### src/rtl/lsu_pkg.sv
// Shared types, op encodings and decode helpers for the LSU memory sequencer.
package lsu_pkg;

    localparam int LOAD_OP_WIDTH  = 3;
    localparam int STORE_OP_WIDTH = 2;

    localparam logic [LOAD_OP_WIDTH-1:0] LOAD_OP_LB  = 3'd0;
    localparam logic [LOAD_OP_WIDTH-1:0] LOAD_OP_LH  = 3'd1;
    localparam logic [LOAD_OP_WIDTH-1:0] LOAD_OP_LW  = 3'd2;
    localparam logic [LOAD_OP_WIDTH-1:0] LOAD_OP_LBU = 3'd4;
    localparam logic [LOAD_OP_WIDTH-1:0] LOAD_OP_LHU = 3'd5;

    localparam logic [STORE_OP_WIDTH-1:0] STORE_OP_SB = 2'd0;
    localparam logic [STORE_OP_WIDTH-1:0] STORE_OP_SH = 2'd1;
    localparam logic [STORE_OP_WIDTH-1:0] STORE_OP_SW = 2'd2;

    typedef enum logic [1:0] {
        ST_IDLE,
        ST_BUS,
        ST_RESP
    } state_e;

    typedef enum logic [1:0] {
        SZ_BYTE,
        SZ_HALF,
        SZ_WORD,
        SZ_NONE
    } size_e;

    function automatic size_e op_size(input logic                      we,
                                      input logic [LOAD_OP_WIDTH-1:0]  lop,
                                      input logic [STORE_OP_WIDTH-1:0] sop);
        size_e sz;
        sz = SZ_NONE;
        if (we) begin
            case (sop)
                STORE_OP_SB: sz = SZ_BYTE;
                STORE_OP_SH: sz = SZ_HALF;
                STORE_OP_SW: sz = SZ_WORD;
                default:     sz = SZ_NONE;
            endcase
        end else begin
            case (lop)
                LOAD_OP_LB, LOAD_OP_LBU: sz = SZ_BYTE;
                LOAD_OP_LH, LOAD_OP_LHU: sz = SZ_HALF;
                LOAD_OP_LW:              sz = SZ_WORD;
                default:                 sz = SZ_NONE;
            endcase
        end
        return sz;
    endfunction

    function automatic logic is_illegal(input logic                      we,
                                        input logic [LOAD_OP_WIDTH-1:0]  lop,
                                        input logic [STORE_OP_WIDTH-1:0] sop);
        return op_size(we, lop, sop) == SZ_NONE;
    endfunction

    function automatic logic is_misaligned(input logic                      we,
                                           input logic [LOAD_OP_WIDTH-1:0]  lop,
                                           input logic [STORE_OP_WIDTH-1:0] sop,
                                           input logic [1:0]                off);
        case (op_size(we, lop, sop))
            SZ_HALF: return off[0];
            SZ_WORD: return off != 2'b00;
            default: return 1'b0;
        endcase
    endfunction

    // Picks the addressed byte/half out of the bus word and sign- or zero-extends it.
    function automatic logic [31:0] load_extract(input logic [LOAD_OP_WIDTH-1:0] lop,
                                                 input logic [1:0]               off,
                                                 input logic [31:0]              data);
        logic [7:0]  b;
        logic [15:0] h;
        b = data[{off, 3'b000} +: 8];
        h = data[{off[1], 4'b0000} +: 16];
        case (lop)
            LOAD_OP_LB:  return {{24{b[7]}}, b};
            LOAD_OP_LBU: return {24'h0, b};
            LOAD_OP_LH:  return {{16{h[15]}}, h};
            LOAD_OP_LHU: return {16'h0, h};
            default:     return data;
        endcase
    endfunction

endpackage

### src/rtl/lsu_store_align.sv
// Store lane steering: byte strobes and replicated write data from op and address offset.
module lsu_store_align
    import lsu_pkg::*;
(
    input  logic [STORE_OP_WIDTH-1:0] store_op,
    input  logic [1:0]                addr_lo,
    input  logic [31:0]               wdata,
    output logic [3:0]                wstrb,
    output logic [31:0]               wdata_rep
);

    always_comb begin
        // NOTE: every output gets a default before the case so no latch is inferred.
        wstrb     = 4'b0000;
        wdata_rep = 32'h0;
        case (store_op)
            STORE_OP_SB: begin
                wstrb     = 4'b0001 << addr_lo;
                wdata_rep = {4{wdata[7:0]}};
            end
            STORE_OP_SH: begin
                wstrb     = 4'b0011 << {addr_lo[1], 1'b0};
                wdata_rep = {2{wdata[15:0]}};
            end
            STORE_OP_SW: begin
                wstrb     = 4'b1111;
                wdata_rep = wdata;
            end
            default: ;
        endcase
    end

endmodule

### config.mk
export PLATFORM = sky130hd
export DESIGN_NAME = lsu_store_align
export DESIGN_NICKNAME = d
export VERILOG_FILES = /design/src/rtl/lsu_pkg.sv /design/src/rtl/lsu_store_align.sv
export SDC_FILE = /design/constraint.sdc
export NUM_CORES = 1
export LEC_CHECK = 0
export BUFFER_PORTS_ARGS = -buffer_cell sky130_fd_sc_hd__buf_2
export CORE_MARGIN = 2
export CORE_UTILIZATION = 31
export DETAILED_ROUTE_END_ITERATION = 8
export PLACE_DENSITY = 0.91
export SYNTH_ARGS = -nofsm -noshare
export SYNTH_HDL_FRONTEND = slang
export SYNTH_SLANG_ARGS = --single-unit
### constraint.sdc
create_clock -name vclk -period 0.8
set_input_delay 0.16 -clock vclk [all_inputs]
set_output_delay 0.16 -clock vclk [all_outputs]
set_load 0.01 [all_outputs]
==> qor_table.md <==
| Metric | This run |
| --- | --- |
| Most numerous cell in the Yosys netlist | sky130_fd_sc_hd__a21oi_1 |
| Adder and majority gate portion of the synthesized area | 0 |
| Share of cell area taken by muxes after synthesis | 0.0207 |
| First-pass GRT wire length | 3.83 mm |
| Worst supply voltage drop on vdd | 0.000426 V |
| Leakage power summed over all cells | 0.668 nW |
| Via count | 937 |
| Area growth syn-to-layout | 149% |
| Count of hold-fix buffers inserted at cts | 0 |
| Post-synthesis share of cell area spent on xor and xnor gates | 0 |
| Number of DRC markers in iteration 0 | 18 |
| Clock buffer count | 0 |
| Portion of synthesized cell area occupied by the leading cell type | 0.207 |
| Worst-Margin Slew | 290 ps |
| Initial antenna violation count | 0 |
| Count of max-cap constraint violations | 0 |
| Layout cell share with drive strength beyond 1 | 0.744 |
| Final standard cell count with taps included and fillers excluded | 180 |
| Die Width | 43.5 um |
| Max Fanout on Critical Path | 8 |
| Leading cell types by count after synthesis | sky130_fd_sc_hd__a21oi_1, sky130_fd_sc_hd__o21ai_0, sky130_fd_sc_hd__nand2_1, sky130_fd_sc_hd__nor2b_1 |
| Type of the most critical hold path | in2out |
| Met3 routing resource usage after global routing | 0.0167 |
| Global routing usage on met1 | 0.308 |
| Number of vias per cell | 5.21 |
| Combined flip-flop and latch cell area | 0 um^2 |
| Layout fillers | 104 |
| Library cells used by synthesis | 18 |
| Residual antenna-violating net count after detailed routing | 0 |
| Area used by multi-input combinational logic | 634 um^2 |
| Share of the synthesized area in compound gates (AO/OA/AOI/OAI) | 0.522 |
| Detailed-placement wirelength estimate | 1.74 mm |
| Post-synthesis simple-gate area fraction | 0.333 |
| Leftover overflow at the end of global routing | 0 |
| Pre-Repair DR Iteration Count | 4 |
| Main combinational cell family by area after synthesis | compound AO/OA/AOI/OAI gates |
| I/O Pins | 72 |
| # rows | 14 |
| Drt total wl | 2.78 mm |
| Drc violations | 0 |
| Floorplan die area | 0.00189 mm^2 |
| Average wire length per cell after detail routing | 15.4 um |
| Final weighted congestion of routability-driven global placement | 0.683 |
| Post-route cell area | 0.00121 mm^2 |
| Startpoint class of the critical path | input pin |
| Number of standard cells after synthesis | 85 |
| Via count of the first global-routing pass | 866 |
| RSZ-0062 raised after global routing | yes |
| Maximum clock frequency | 896 MHz |
| Power density normalized to cell area | 667 mW/mm^2 |
| Required time of the critical path | 640 ps |
| Arrival time at the worst endpoint | 960 ps |
| Placement Cell Area | 958 um^2 |
| Part of the cycle the worst path needs | 1.39 |
| Starting density of the core | 0.325 |
| Library cell occupying the most area in the post-synthesis netlist | sky130_fd_sc_hd__a21oi_1 |
| Number of nets in the layout | 202 |
| GRT met2 Usage | 0.493 |
| Number of placed instances, taps included | 176 |
| Total setup violations reported at the end of the flow | 36 |
| Post-layout minimum cycle time | 1120 ps |
| Synthesized area per cell | 5.70 um^2 |
| Sequential cell count | 0 |
| Max-slew headroom | 0.806 |
| Worst setup path class | in2out |
| Result of the run | finished with violations |
| Final antenna diode count | 0 |
| Number of nets produced by synthesis | 121 |
| Yosys synthesis warning count | 0 |
| Vertical extent of the die | 43.5 um |
| Synthesized area | 484 um^2 |
| Violations in the final reports | negative setup slack |
| Total GRT Usage | 0.253 |
| Area of the core | 0.00149 mm^2 |
| Sequential fraction of the synthesis area | 0 |
| Pin count of the biggest net entering global routing | 12 |
| Final hold violation count | 0 |
| IO buf count | 72 |
| Top post-synthesis cells by area | sky130_fd_sc_hd__a21oi_1, sky130_fd_sc_hd__a21o_1, sky130_fd_sc_hd__nor2b_1 |
| Final Max Tran Viols | 0 |
| Total power | 0.000806 W |
| Routing layer with the top usage in global route | met2 |
| Kind of end point of the critical path | output pin |
| Worst Slack Setup Final | -316 ps |
[final timing paths]
check,slack [ps],endpoint,depth (start not counted),startpoint
worst max-delay path,-320,wdata_rep[13],6,store_op[1]
worst min-delay path,600,wdata_rep[23],3,wdata[23]
[kinds of logic after synthesis]
group           Yosys count
mux                       1
simple gates             30
buf+inv                   8
compound gates           46
[through the flow]
stage	hold WS (ps)	TNS [ps]	setup slack, ps	util
5_1_grt	608	-10380	-357	0.811
2_1_floorplan	446	-271	-56.3	-
6_report	600	-8870	-316	0.811
3_3_place_gp	600	-9670	-344	0.644
4_1_cts	604	-7450	-277	0.754
3_5_place_dp	597	-10330	-378	0.644
[area by class of cell]
cell class                 count  area share
inverter                       1     0.00311
multi-input combinational     77       0.525
tap                           16      0.0166
timing repair buffer          86       0.455
[critical path, cell delays in order]
cell	delay (ps)
sky130_fd_sc_hd__buf_12	110
sky130_fd_sc_hd__buf_12	140
sky130_fd_sc_hd__nor2b_4	170
sky130_fd_sc_hd__a21oi_2	60
sky130_fd_sc_hd__o21ai_2	130
sky130_fd_sc_hd__buf_2	170
[report_power, final]
group | switching [W] | total, W | internal [W] | leakage (nW)
Clock | 0 | 0 | 0 | 0
Sequential | 0 | 0 | 0 | 0
Combinational | 0.000404 | 0.000806 | 0.000402 | 0.668
Total | 0.000404 | 0.000806 | 0.000402 | 0.668
[cell usage in the layout, fill, tap and decap left out]
master	netlist	final
sky130_fd_sc_hd__buf_8	1	1
sky130_fd_sc_hd__buf_12	0	4
sky130_fd_sc_hd__buf_4	0	7
sky130_fd_sc_hd__o21ai_1	6	9
sky130_fd_sc_hd__o21a_1	1	1
sky130_fd_sc_hd__mux2i_4	0	1
sky130_fd_sc_hd__nand2_2	0	3
sky130_fd_sc_hd__a21oi_2	0	7
sky130_fd_sc_hd__nor2b_1	9	1
sky130_fd_sc_hd__nand2_4	0	1
sky130_fd_sc_hd__a21oi_4	0	6
sky130_fd_sc_hd__nand2_1	9	5
sky130_fd_sc_hd__nor2b_4	0	6
sky130_fd_sc_hd__a21o_1	8	8
sky130_fd_sc_hd__and2b_2	0	1
sky130_fd_sc_hd__nor2_1	2	2
sky130_fd_sc_hd__a21oi_1	20	7
sky130_fd_sc_hd__nand2b_4	0	1
sky130_fd_sc_hd__nor2b_2	0	2
sky130_fd_sc_hd__buf_2	2	69
sky130_fd_sc_hd__o21ai_2	0	8
sky130_fd_sc_hd__buf_6	2	5
sky130_fd_sc_hd__inv_1	1	1
sky130_fd_sc_hd__and2_1	8	8
[routing by layer]
layer | vias up | wire length (um) | share of wire
li1 | 458 | - | -
met1 | 430 | 974 | 0.35
met2 | 43 | 1600 | 0.58
met3 | 6 | 143 | 0.052
met4 | 0 | 55 | 0.020
met5 | - | 0 | 0
[timing repair]
item,in CTS,in global routing
pin swaps,9,4
setup buffers,3,1
resized for setup,39,16
cloned,0,0
setup endpoints to repair,36,36
Power figures use the tool's default switching activity.
